===== config.mk =====
export PLATFORM = sky130hd
export DESIGN_NAME = obstacle_scroller
export DESIGN_NICKNAME = d
export VERILOG_FILES = /design/src/rtl/obstacle_scroller.sv
export SDC_FILE = /design/constraint.sdc
export NUM_CORES = 1
export LEC_CHECK = 0
export BUFFER_PORTS_ARGS = -buffer_cell sky130_fd_sc_hd__buf_4
export CAP_MARGIN = 40
export CORE_UTILIZATION = 50
export CTS_CLUSTER_DIAMETER = 100
export CTS_CLUSTER_SIZE = 30
export DETAILED_ROUTE_END_ITERATION = 16
export PLACE_DENSITY = 0.7
export REMOVE_ABC_BUFFERS = 1
export SLEW_MARGIN = 0
export SYNTH_ARGS = -nofsm -noshare
export SYNTH_HDL_FRONTEND = slang
export SYNTH_SLANG_ARGS = --single-unit

===== constraint.sdc =====
create_clock -name clk_obstacle -period 3.9 [get_ports clk_obstacle]
set_clock_uncertainty 0.15 [all_clocks]
set_input_delay 0 -clock clk_obstacle [delete_from_list [all_inputs] [get_ports clk_obstacle]]
set_output_delay 0 -clock clk_obstacle [all_outputs]
set_load 0.01 [all_outputs]

===== src/rtl/obstacle_scroller.sv =====
// Multi-slot obstacle engine on the game-tick clock: spawn spacing, speed ramp, RUN/HIT FSM.
// Optional retire score counter behind macro OBSTACLE_SCORE_EN.
module obstacle_scroller #(
   parameter int         NUM_OBS    = 3,
   parameter int         XW         = 10,
   parameter int         SPAWN_X    = 783,
   parameter int         EXIT_OX    = 670,
   parameter int         HIT_LO     = 473,
   parameter int         HIT_HI     = 660,
   parameter int         STEP_INIT  = 10,
   parameter int         STEP_MAX   = 20,
   parameter int         RAMP_TICKS = 500,
   parameter int         MIN_GAP    = 40,
   parameter logic [7:0] GAP_MASK   = 8'h3F
) (
   input  logic                  clk_obstacle,
   input  logic                  reset,
   input  logic                  game_run,
   input  logic                  dino_grounded,
   output logic [NUM_OBS*XW-1:0] obs_ox,
   output logic [NUM_OBS-1:0]    obs_active,
   output logic [5:0]            step,
   output logic                  collision,
   output logic [1:0]            state
`ifdef OBSTACLE_SCORE_EN
   ,
   output logic [15:0]           score
`endif
);

   typedef enum logic [1:0] {
      S_IDLE = 2'b00,
      S_RUN  = 2'b01,
      S_HIT  = 2'b10
   } state_t;

   localparam int RW = (RAMP_TICKS > 1) ? $clog2(RAMP_TICKS) : 1;
   localparam int CW = $clog2(NUM_OBS + 1);

   // A sprite's left edge is SPAWN_X - ox, so never let a slot travel past SPAWN_X.
   localparam logic [XW:0]    EXIT_V     = (SPAWN_X < EXIT_OX) ? (XW+1)'(SPAWN_X) : (XW+1)'(EXIT_OX);
   localparam logic [XW-1:0]  HIT_LO_V   = XW'(HIT_LO);
   localparam logic [XW-1:0]  HIT_HI_V   = XW'(HIT_HI);
   localparam logic [5:0]     STEP_INI_V = 6'(STEP_INIT);
   localparam logic [5:0]     STEP_MAX_V = 6'(STEP_MAX);
   localparam logic [RW-1:0]  RAMP_LAST  = RW'(RAMP_TICKS - 1);
   localparam logic [RW-1:0]  RAMP_ONE   = RW'(1);
   localparam logic [7:0]     MIN_GAP_V  = 8'(MIN_GAP);
   localparam logic [NUM_OBS-1:0] SLOT_ONE = NUM_OBS'(1);

   state_t               state_q, state_d;
   logic [XW-1:0]        ox_q [NUM_OBS];
   logic [XW-1:0]        ox_d [NUM_OBS];
   logic [NUM_OBS-1:0]   act_q, act_d;
   logic [5:0]           step_q, step_d;
   logic [RW-1:0]        ramp_q, ramp_d;
   logic [7:0]           gap_q, gap_d;
   logic [7:0]           lfsr_q, lfsr_d;
   logic                 hit_now;
   logic                 moving;
   logic [NUM_OBS-1:0]   free_oh;
   logic [XW:0]          sum;
`ifdef OBSTACLE_SCORE_EN
   logic [15:0]          score_q, score_d;
   logic [CW-1:0]        retire_cnt;
   logic [16:0]          score_sum;
`endif

   always_comb begin
      hit_now = 1'b0;
      for (int i = 0; i < NUM_OBS; i++) begin
         if (act_q[i] && (ox_q[i] >= HIT_LO_V) && (ox_q[i] < HIT_HI_V))
            hit_now = 1'b1;
      end
      hit_now = hit_now & dino_grounded;
   end

   assign moving  = (state_q == S_RUN) && game_run && !hit_now;
   // One-hot of the lowest clear bit; zero when every slot is busy.
   assign free_oh = ~act_q & (act_q + SLOT_ONE);

   always_comb begin
      state_d = state_q;
      case (state_q)
         S_IDLE:  if (game_run) state_d = S_RUN;
         S_RUN:   if (game_run && hit_now) state_d = S_HIT;
         S_HIT:   state_d = S_HIT;
         default: state_d = S_IDLE;
      endcase
   end

   always_comb begin
      ox_d   = ox_q;
      act_d  = act_q;
      step_d = step_q;
      ramp_d = ramp_q;
      gap_d  = gap_q;
      sum    = '0;
      lfsr_d = (lfsr_q == 8'h00) ? 8'hA5
             : {lfsr_q[6:0], lfsr_q[7] ^ lfsr_q[5] ^ lfsr_q[4] ^ lfsr_q[3]};
`ifdef OBSTACLE_SCORE_EN
      retire_cnt = '0;
`endif
      if (state_q == S_IDLE)
         gap_d = MIN_GAP_V;
      if (moving) begin
         for (int i = 0; i < NUM_OBS; i++) begin
            if (act_q[i]) begin
               sum = {1'b0, ox_q[i]} + (XW+1)'(step_q);
               if (sum >= EXIT_V) begin
                  act_d[i] = 1'b0;
                  ox_d[i]  = '0;
`ifdef OBSTACLE_SCORE_EN
                  retire_cnt = retire_cnt + CW'(1);
`endif
               end else begin
                  ox_d[i] = sum[XW-1:0];
               end
            end
         end
         // Spawn judges free slots from pre-tick flags, so a slot retired now waits a tick.
         if (gap_q == 8'd0) begin
            if (|free_oh) begin
               for (int i = 0; i < NUM_OBS; i++) begin
                  if (free_oh[i]) begin
                     act_d[i] = 1'b1;
                     ox_d[i]  = '0;
                  end
               end
               gap_d = MIN_GAP_V + (lfsr_q & GAP_MASK);
            end
         end else begin
            gap_d = gap_q - 8'd1;
         end
         if (ramp_q == RAMP_LAST) begin
            ramp_d = '0;
            if (step_q < STEP_MAX_V)
               step_d = step_q + 6'd1;
         end else begin
            ramp_d = ramp_q + RAMP_ONE;
         end
      end
   end

`ifdef OBSTACLE_SCORE_EN
   always_comb begin
      score_sum = {1'b0, score_q} + 17'(retire_cnt);
      score_d   = score_sum[16] ? 16'hFFFF : score_sum[15:0];
   end
`endif

   always_ff @(posedge clk_obstacle) begin
      if (reset) begin
         state_q <= S_IDLE;
         for (int i = 0; i < NUM_OBS; i++) ox_q[i] <= '0;
         act_q   <= '0;
         step_q  <= STEP_INI_V;
         ramp_q  <= '0;
         gap_q   <= MIN_GAP_V;
         lfsr_q  <= 8'hA5;
`ifdef OBSTACLE_SCORE_EN
         score_q <= '0;
`endif
      end else begin
         state_q <= state_d;
         for (int i = 0; i < NUM_OBS; i++) ox_q[i] <= ox_d[i];
         act_q   <= act_d;
         step_q  <= step_d;
         ramp_q  <= ramp_d;
         gap_q   <= gap_d;
         lfsr_q  <= lfsr_d;
`ifdef OBSTACLE_SCORE_EN
         score_q <= score_d;
`endif
      end
   end

   always_comb begin
      obs_ox = '0;
      for (int i = 0; i < NUM_OBS; i++) obs_ox[i*XW +: XW] = ox_q[i];
   end

   assign obs_active = act_q;
   assign step       = step_q;
   assign collision  = (state_q == S_HIT);
   assign state      = state_q;
`ifdef OBSTACLE_SCORE_EN
   assign score      = score_q;
`endif

endmodule


[Word level (Yosys, flattened, before mapping)]
Index checks and enable logic that the tools add are counted.
Operators by class
  order comparisons: 10
  reductions and logical operators: 17
  add/sub/neg operators: 8
  eq/ne operators: 5
  bitwise gates (word level): 6
  multiplexer cells: 33
Operators with widths (number)
  2-to-1 mux 10 bit: 9
  2-to-1 mux 30 bit: 2
  adder 10 x 6 -> 11 bit: 3
  >= comparator 11 x 10 -> 1 bit (second input constant): 3
  2-to-1 mux 8 bit: 4
  >= comparator 10 x 9 -> 1 bit (second input constant): 3
  less-than comparator 10 bit (second input constant): 3
  zero test 8 bit: 2
  2-to-1 mux 1 bit: 12
  adder 9 x 1 -> 9 bit (second input constant): 1
  == test 9 bit (second input constant): 1
  logical AND 1 bit: 9
  2-to-1 mux 9 bit: 1
  subtractor 8 x 1 -> 8 bit (second input constant): 1
  adder 6 x 6 -> 7 bit (first input constant): 1
  adder 6 x 1 -> 6 bit (second input constant): 1
  less-than comparator 6 x 5 -> 1 bit (second input constant): 1
  2-to-1 mux 3 bit: 2
  one-hot mux 2 bit (3 select lines): 1
  2-to-1 mux 2 bit: 2
  adder 3 x 1 -> 3 bit (second input constant): 1
  bitwise AND 3 bit: 1
  NOT 3 bit: 1
  AND reduction 3 bit: 1
  11 further kinds: 13
Word-level totals
  flip-flop bits (word level): 66
  input port bits: 4

[Longest topological paths before layout]
Gate-level depths: netlist (run 1).
  word-level depth: 10
  mapped depth: 11
  depth with buffers taken out: 11

[Least setup slack after synthesis (run 1)]
Ideal clock, no wire load.
  path type: flip-flop to flip-flop
  from: reg step_q[0] (netlist: step[0])
  to: reg ox_q, in the netlist obs_ox[26]
  slack: 1027 ps
  cell stages (with the launch flop): 11
  arrival time: 2619 ps
  path buffers: 0
  cells stage by stage: dfxtp_1 ha_1 fa_1 a21o_1 a221oi_1 nor3b_1 o31ai_1 nor4b_2 nor4_1 a21oi_1 a2111oi_2
On the way
  cells in the longest elaborated chain, start to end: 7
RTL lines
  from (decl): RTL line 55  | logic [5:0] step_q, step_d;
  from (signal assigned): RTL line 168  | step_q <= step_d;
  adder 10 x 6 -> 11 bit *: RTL line 109  | sum = {1'b0, ox_q[i]} + (XW+1)'(step_q);
  >= comparator 11 x 10 -> 1 bit: RTL line 110  | if (sum >= EXIT_V) begin
  2-to-1 mux 10 bit *: RTL line 110
  2-to-1 mux 10 bit *: RTL line 108  | if (act_q[i]) begin
  2-to-1 mux 10 bit: RTL line 125  | if (free_oh[i]) begin
  2-to-1 mux 30 bit: RTL line 123  | if (|free_oh) begin
  2-to-1 mux 30 bit *: RTL line 122  | if (gap_q == 8'd0) begin
  to (decl): RTL line 52  | logic [XW-1:0] ox_q [NUM_OBS];
Every way passes the cells marked *; elsewhere a longest branch is shown, timed or not.
A chain may end at the register's enable or synchronous reset.

[Final worst setup path (run 1)]
Ends and elaborated chain as after synthesis.

==> results of run 1 <==
==> stage by stage <==
step           cells  setup slack [ns]  total power [W]  util [%]  hold WS, ns
6_report         672             0.614          0.00172      59.5       0.0120
5_1_grt          672             0.385          0.00182      59.5       0.0538
4_1_cts          672             0.625          0.00173      59.5      0.00894
3_5_place_dp     655             0.646          0.00112      56.8        0.259
3_3_place_gp     655             0.788          0.00111      56.8        0.253
2_1_floorplan    502             0.943          0.00100         -      -0.0811
==> worst reg2reg max path, stage by stage, from the launching register on <==
cell and delay, ns:
dfxtp_1 0.40, ha_1 0.25, fa_1 0.40, a21o_1 0.25, a221oi_1 0.45, nor3b_1 0.10, o31ai_1 0.30, nor4b_2 0.12
nor4_1 0.30, a21oi_1 0.10, a2111oi_2 0.35
==> where the power goes <==
| group | internal (W) | switching [W] | total, W |
|---|---|---|---|
| combinational | 0.000146 | 0.000208 | 0.000354 |
| clock | 0.000332 | 0.000278 | 0.000610 |
| sequential | 0.000710 | 0.0000466 | 0.000757 |
==> cells by family after synthesis <==
| kind of cell | Yosys count |
|---|---|
| xor gates and xnor gates | 30 |
| adders and majority gates | 29 |
| AOI/OAI and AO/OA | 157 |
| and+or+nand+nor | 197 |
| buffers and inverters | 44 |
| DFF | 66 |
| muxes | 5 |
==> registers in the layout (all words and copies together), names as in the netlist <==
register	count
obs_ox	30
state	2
gap_q	8
obs_active	3
lfsr_q	8
ramp_q	9
step	6
==> cell usage in the layout (no fill, tap or decap), drive strengths merged, types with 10 or more instances in the layout <==
cell	instances
nand3	19
inv	19
and3	11
clkbuf	11
nand2	52
o21ai	35
a22o	10
a21o	11
a21oi	34
nor2	48
nor2b	13
buf	48
xnor2	17
xor2	13
dfxtp	66
ha	26
==> metal layers <==
layer	vias up	wire length [um]
li1	2015	-
met5	-	0
met1	1909	5000
met3	14	599
met4	0	187
met2	111	5030
==> final cells by class <==
cell class / instances / area [um^2] / share of cell area [%]
multi-input cells: 418 / 2830 / 57.4
flip-flops and latches: 66 / 1320 / 26.8
repair buffers: 49 / 370 / 7.51
clock buffers: 11 / 151 / 3.07
well taps: 105 / 131 / 2.66
inverters: 18 / 67.6 / 1.37
clock inverters: 5 / 61.3 / 1.24
==> worst paths after layout <==
path,from,end,slack [ns],cells after the start
min,game_run,state[0],0.01,6
max,step[0],obs_ox[26],0.61,10
min reg2reg,lfsr_q[6],lfsr_q[7],0.30,1
max reg2reg,step[0],obs_ox[26],0.61,10
==> what timing repair did <==
| item | in CTS | in global routing |
|---|---|---|
| endpoints found under the setup margin | 0 | 0 |
| endpoints found under the hold margin | 31 | 0 |
| hold buffers | 1 | 0 |
==> impl_results.md, run 1 <==
- Status: completed
- CTS Sinks: 66
- Vias in the first global route: 3592
- Total CTS buffers: 9
- Post-synth ARST share: 0%
- Startpoint Class: register
- Fill count: 770
- Leakage: 1.96 nW
- FP Rows: 33
- Critical path buffers and inverters: 0
- Die area: 0.00903 mm^2
- Register area share after synthesis: 30.5%
- Worst Path Required: 4.00 ns
- Max FO, Critical Path: 7
- GP Congestion: 0.932
- #FFs+latches synth: 66
- Longest Clk Path Bufs: 2
- Commonest cells post-synth: dfxtp_1 (66), nand2_1 (52), nor2_1 (48)
- Initial antenna violation count: 0
- Min cycle time layout: 3.29 ns
- Buffers added on ports: 45
- GRT busiest layer: met2
- Compound-gate portion of the synthesized area: 25.9%
- M1 GR Usage: 32.2%
- ANT cells: 0
- Worst EP arrival: 3.39 ns
- Crit path max-delay family: compound AO/OA/AOI/OAI gates
- First-pass GRT wire length: 17.4 mm
- RSZ-0062 raised after global routing: no
- Mean Syn Cell Area: 8.20 um^2
- Routed WL: 10.8 mm
- Worst slew pin tran: 0.853 ns
- Total global-route track usage: 24.7%
- Top-count cell post-synth: dfxtp_1
- Worst Setup End Kind: register
- Routed Antenna Nets: 0
- Vias/cell: 6.03
- Mapped Area: 0.00433 mm^2
- Post-CTS Setup Inserts: 0
- Peak supply drop: 0.297 mV
- Dpl cell area: 0.00471 mm^2
- Path type of the worst setup path: reg -> reg
- P&R area growth vs syn: 14.0%
- Design Area, Final: 0.00493 mm^2
- Routing usage on met3: 5.50%
- Worst-skew pair later-pin latency: 0.36 ns
- Area share of the largest cell type after synthesis: 30.5%
- Post-CTS resize count: 0
- Distinct cell type count after synthesis: 69
- Grt total ovfl: 0
- Die extent in x: 95.0 um
- Final hold vios: 0
- Wirelength per Cell: 16.1 um
- Post-synth EDFFs: 0
- Pwr per Cell Area: 349 mW/mm^2
- Residual DRC: 0
- Htree depth: 3
- Post-synth top area cell: dfxtp_1
- CTS tree: done
- Largest cells by area after synthesis: dfxtp_1 (31%), ha_1 (7.5%), nand2_1 (4.5%)
- Fmax: 304 MHz
- CP max-delay cell: a221oi_1
- Reg clk slew, reported paths: 0.08 ns
- Grt met2 use: 40.6%
- Vias: 4049
- Nets: 595
- Largest net degree at the start of global routing: 35
- Fin. max-slew vios: 0
- Layout cells sized above 1: 13.9%
- Synth Area in XOR/XNOR: 6.07%
- Height of the die: 95.0 um
- Ports: 46
- Adder-cell share of the synthesized area: 8.90%
- Iteration-0 DRC count of the detailed router: 189
- Simple-gate share of the synthesized area: 23.4%
- Synthesis warning total: 0
- Detailed Place HPWL: 7.85 mm
- Crit-path cells: ha_1 -> fa_1 -> a21o_1 -> a221oi_1 -> nor3b_1 -> o31ai_1 -> nor4b_2 -> nor4_1 -> a21oi_1 -> a2111oi_2
- Main combinational cell family by area after synthesis: compound AO/OA/AOI/OAI gates
- Post-synthesis mux area share: 1.16%
- Setup tns final: 0 ns
- Root buffer cell: clkbuf_8
- Dominant synthesized flop cell: dfxtp_1
- MaxCap Viol Count: 0
- Initial core utilization: 52.1%
- Detailed-router iteration count before antenna repair: 4
- Syn Inst Count: 528
- Final worst-path cycle share: 84.3%
- # setup viols final: 0
- Worst stage delay on the critical path: 0.45 ns
- Worst min path class: in -> reg
- Relative slew margins: 43.1%
- Core footprint: 0.00830 mm^2
Power figures use the tool's default switching activity.
==> run 2, diff against run 1 <==
--- a/config.mk
+++ b/config.mk
@@ -11,7 +11,7 @@
 export CTS_CLUSTER_DIAMETER = 100
 export CTS_CLUSTER_SIZE = 30
 export DETAILED_ROUTE_END_ITERATION = 16
-export PLACE_DENSITY = 0.7
+export PLACE_DENSITY = 0.72
 export REMOVE_ABC_BUFFERS = 1
 export SLEW_MARGIN = 0
 export SYNTH_ARGS = -nofsm -noshare
==> constraint.sdc (replaced) <==
create_clock -name clk_obstacle -period 2.7 [get_ports clk_obstacle]
set_clock_uncertainty 0.15 [all_clocks]
set_input_delay 0 -clock clk_obstacle [delete_from_list [all_inputs] [get_ports clk_obstacle]]
set_output_delay 0 -clock clk_obstacle [all_outputs]
set_load 0.01 [all_outputs]
==> run 2 against run 1 <==
  * The run now ends with negative setup slack left
  * Critical endpoint is now obs_ox[10]
  * Flip-flop and latch count unchanged
  * Sequential power increased by 43%
  * Fmax increased by 9.2%
  * Critical path depth increased by 3
  * Sequential share of layout area decreased by 5.4 points
  * Routed wire length increased by 28%
==> impl_results.md, run 2 (synthesis results as in run 1) <==
- Worst EP arrival: 3.13 ns
- R2R depth: 13
- Grt total ovfl: 0
- Fin. max-slew vios: 0
- Pre-CTS setup slack: -0.362 ns
- Pwr per Cell Area: 437 mW/mm^2
- Relative slew margins: 56.6%
- CTS Sinks: 66
- Final worst-path cycle share: 111%
- CTS tree: done
- R2r setup slk: -0.31 ns
- Hold Path Depth: 5
- ANT cells: 0
- MaxCap Viol Count: 0
- Max reg flops: 30
- Path type of the worst setup path: reg -> reg
- Iteration-0 DRC count of the detailed router: 281
- Post-layout util: 74.9%
- Vias: 4744
- Startpoint Class: register
- Worst r2r dst: obs_ox[10]
- Largest net degree at the start of global routing: 35
- Die area: 0.00903 mm^2
- Detailed-router iteration count before antenna repair: 5
- Ports: 46
- Leakage: 2.53 nW
- Min cycle time layout: 3.01 ns
- Worst slew pin tran: 0.645 ns
- Worst hold path startpoint: game_run
- Initial core utilization: 52.1%
- Htree depth: 3
- Detailed Place HPWL: 9.24 mm
- GP Congestion: 0.941
- Hold EP: state[1]
- Layout cells sized above 1: 36.6%
- Residual DRC: 0
- Failing checks: negative setup slack
- Wirelength per Cell: 17.8 um
- Worst Path Required: 2.83 ns
- Buffers added on ports: 45
- Max FO, Critical Path: 5
- Final hold vios: 0
- Die extent in x: 95.0 um
- First-pass GRT wire length: 21.8 mm
- FP Rows: 33
- Final WS setup: -0.308 ns
- Longest Clk Path Bufs: 2
- Routed Antenna Nets: 0
- Most common cell after layout, fill and taps aside: buf_4
- Root buffer cell: clkbuf_8
- Nets: 702
- Fill count: 575
- Worst Setup End Kind: register
- Most frequent cells in the layout: buf_4 (141), dfxtp_1 (61), nand2_1 (51)
- Routed WL: 13.9 mm
- Vias in the first global route: 4440
- # setup viols final: 32
- Core footprint: 0.00830 mm^2
- P&R area growth vs syn: 43.6%
- Reg2Reg Launch Point: step[0]
- Total CTS buffers: 9
- Initial antenna violation count: 0
- Vias/cell: 6.09
- Height of the die: 95.0 um
- Fmax: 332 MHz
- RSZ-0062 raised after global routing: yes
- Worst min path class: in -> reg
- Status: finished with violations
- Worst-skew pair later-pin latency: 0.36 ns
- WHS: 0.0181 ns
- Total global-route track usage: 31.3%
- Setup tns final: -6.23 ns
- Reg clk slew, reported paths: 0.08 ns
- Peak supply drop: 0.488 mV
[run 2: changes by cell type in the layout (fill, tap and decap cells not counted), moves of 5 or more]
cell and change:
ha_1 -5, a21oi_1 -9, o21ai_1 +6, dfxtp_1 -5, ha_4 +5, a21oi_2 +9
buf_4 +93, o21ai_0 -9, buf_6 +10
[run 2: what timing repair did]
action                                  CTS  global route
pin swaps                                32            32
gates cloned                              1             2
gates resized for setup                  64            36
hold endpoints to repair                 31             0
buffers inserted                         12             6
endpoints found under the setup margin   33            43
hold buffers                              1             0
[run 2: through the flow]
stage,cells,area [um^2],power (W)
3_3_place_gp,741,5360,0.00164
2_1_floorplan,502,4220,0.00145
3_5_place_dp,741,5360,0.00166
6_report,779,6210,0.00272
4_1_cts,770,5980,0.00267
5_1_grt,779,6210,0.00284
[run 2: critical path, cell delays in order, from the launching register on]
cell	delay, ns
dfxtp_4	0.39
buf_6	0.12
ha_4	0.15
fa_2	0.40
a21oi_2	0.17
o221ai_2	0.13
buf_4	0.16
mux2i_2	0.15
a211oi_2	0.31
o41ai_4	0.12
nor3b_4	0.28
buf_6	0.17
nand2_1	0.06
a21oi_1	0.14
[run 2: layer usage]
metal  track usage, %  wire [um]  vias to the layer above
met4             12.2        323                        0
met3             4.94        647                       30
li1                 -          -                     2239
met1             40.4       6090                     2331
met2             52.1       6800                      144
met5                0          0                        -
[run 2: area by class of cell]
type | count | area, um^2 | area share [%]
Clock buffer | 10 | 138 | 2.21
Clock inverter | 6 | 88.8 | 1.43
Inverter | 18 | 67.6 | 1.09
Multi-Input combinational cell | 420 | 3270 | 52.6
Sequential cell | 66 | 1330 | 21.4
Tap cell | 105 | 131 | 2.11
Timing Repair Buffer | 154 | 1190 | 19.2
[run 2: how the worst max path moves through the flow]
stage	end	start	depth (start not counted)	slack (ns)
2_1_floorplan	obs_ox[27]	obs_ox[0]	8	-0.26
3_3_place_gp	obs_ox[29]	step[0]	10	-0.26
3_5_place_dp	obs_ox[27]	step[0]	10	-0.36
4_1_cts	obs_ox[15]	step[0]	11	-0.23
5_1_grt	obs_ox[10]	step[0]	13	-0.35
6_report	obs_ox[10]	step[0]	13	-0.31
[run 2: report_power, final]
group,total [W],switching [W],internal [W]
combinational,0.000664,0.000374,0.000290
clock,0.000979,0.000432,0.000547
sequential,0.00108,0.0000511,0.00102
total,0.00272,0.000857,0.00186
==> run 3, diff against run 2 <==
--- a/config.mk
+++ b/config.mk
@@ -13,6 +13,7 @@
 export DETAILED_ROUTE_END_ITERATION = 16
 export PLACE_DENSITY = 0.72
 export REMOVE_ABC_BUFFERS = 1
+export SKIP_CTS_REPAIR_TIMING = 1
 export SLEW_MARGIN = 0
 export SYNTH_ARGS = -nofsm -noshare
 export SYNTH_HDL_FRONTEND = slang
==> run 3 against run 2 <==
  * The run still ends with negative setup slack left
  * Setup slack gained 0.016 ns
  * Combinational power shrank 1%
  * Final cell count shrank 0.51%
  * Critical path type unchanged
==> impl_results.md, run 3 (synthesis results as in run 1) <==
- Total CTS buffers: 9
- Worst EP arrival: 3.14 ns
- Detailed-router iteration count before antenna repair: 5
- Met2 WL: 6.90 mm
- Grt total ovfl: 0
- Most common cell after layout, fill and taps aside: buf_4
- Largest net degree at the start of global routing: 35
- # setup viols final: 32
- Iteration-0 DRC count of the detailed router: 318
- Fmax: 334 MHz
- Fin. max-slew vios: 0
- Final worst-path cycle share: 111%
- First-pass GRT wire length: 20.3 mm
- CTS tree: done
- Routed WL: 13.9 mm
- Startpoint Class: register
- Vias in the first global route: 4224
- Leakage: 2.53 nW
- Layout cells sized above 1: 36.1%
- FP Rows: 33
- Die extent in x: 95.0 um
- Die area: 0.00903 mm^2
- Root buffer cell: clkbuf_8
- Wirelength per Cell: 18.0 um
- Tot Pwr: 0.00271 W
- Final WS setup: -0.292 ns
- Min cycle time layout: 2.99 ns
- Htree depth: 3
- Met3 WL: 762 um
- GP Congestion: 0.941
- Worst-skew pair later-pin latency: 0.36 ns
- Most frequent cells in the layout: buf_4 (139), dfxtp_1 (61), nand2_1 (48), nor2_1 (48), a21oi_1 (24)
- Vias/cell: 6.12
- Routed Antenna Nets: 0
- Setup tns final: -6.59 ns
- DRT met1 WL: 5.86 mm
- Pwr per Cell Area: 438 mW/mm^2
- Initial antenna violation count: 0
- Reg clk slew, reported paths: 0.08 ns
- Crit-path cells: ha_2 -> fa_2 -> a21o_4 -> a21oi_1 -> xnor2_1 -> a311oi_2 -> nor4b_4 -> buf_4 -> nor3b_4 -> nand4_1 -> o21ai_1
- CTS Sinks: 66
- Initial core utilization: 52.1%
- Relative slew margins: 55.8%
- Total global-route track usage: 28.9%
- Status: finished with violations
- Finished Layout Cells: 775
- ANT cells: 0
- Failing checks: negative setup slack
- Nets: 698
- WHS: 0.0148 ns
- CP max-delay cell: a311oi_2
- Placed cell count: 741
- Buffers added on ports: 45
- Core footprint: 0.00830 mm^2
- Longest Clk Path Bufs: 2
- Path type of the worst setup path: reg -> reg
- P&R area growth vs syn: 43.1%
- MaxCap Viol Count: 0
- Worst min path class: in -> reg
- Peak supply drop: 0.481 mV
- Max FO, Critical Path: 5
- Max reg flops: 30
- Worst stage delay on the critical path: 0.40 ns
- Residual DRC: 0
- Max layer used: met4
- Design Area, Final: 0.00619 mm^2
- Dpl cell area: 0.00536 mm^2
- Worst slew pin tran: 0.659 ns
- Vias: 4742
- RSZ-0062 raised after global routing: yes
- Final hold vios: 0
- Ports: 46
- Detailed Place HPWL: 9.24 mm
- Height of the die: 95.0 um
- Worst Setup End Kind: register
- Worst Path Required: 2.85 ns
==> run 3: final cells by class <==
class	count	area, um^2
multi-input combinational	419	3260
fill	581	2110
sequential	66	1330
timing repair buffer	151	1170
clock buffer	10	138
tap	105	131
clock inverter	6	88.8
inverter	18	67.6
==> run 3: power by group <==
group	switching [W]	leakage, nW	internal [W]	total, W
registers	0.0000504	0.537	0.00102	0.00107
clock network	0.000435	0.109	0.000547	0.000982
logic	0.000368	1.88	0.000288	0.000657
==> run 3: through the flow <==
stage          setup slack [ns]  utilization (%)
2_1_floorplan            -0.257                -
4_1_cts                  -0.373             67.3
5_1_grt                  -0.510             74.6
6_report                 -0.292             74.6
3_5_place_dp             -0.362             64.6
3_3_place_gp             -0.255             64.6
==> run 3: metal layers <==
metal | track usage (%) | up-vias
met2 | 48.0 | 198
li1 | - | 2219
met3 | 4.55 | 37
met5 | 0 | -
met4 | 11.2 | 0
met1 | 37.6 | 2288
==> run 3: worst max-delay path, delay by kind of cell, from the launching register on <==
kind / cells / cell delay [ns]
adders and majority gates: 2 / 0.55
and+or+nand+nor: 3 / 0.58
buffers and inverters: 1 / 0.16
xor gates and xnor gates: 1 / 0.14
DFF: 1 / 0.38
AOI/OAI and AO/OA: 4 / 0.97
==> run 3: worst paths after layout <==
path / from / end / slack, ns / depth (start not counted)
worst max-delay path: step[0] / obs_ox[27] / -0.29 / 11
worst min-delay path: game_run / state[0] / 0.01 / 5
worst max register to register: step[0] / obs_ox[27] / -0.29 / 11
worst min register to register: lfsr_q[6] / lfsr_q[7] / 0.30 / 1
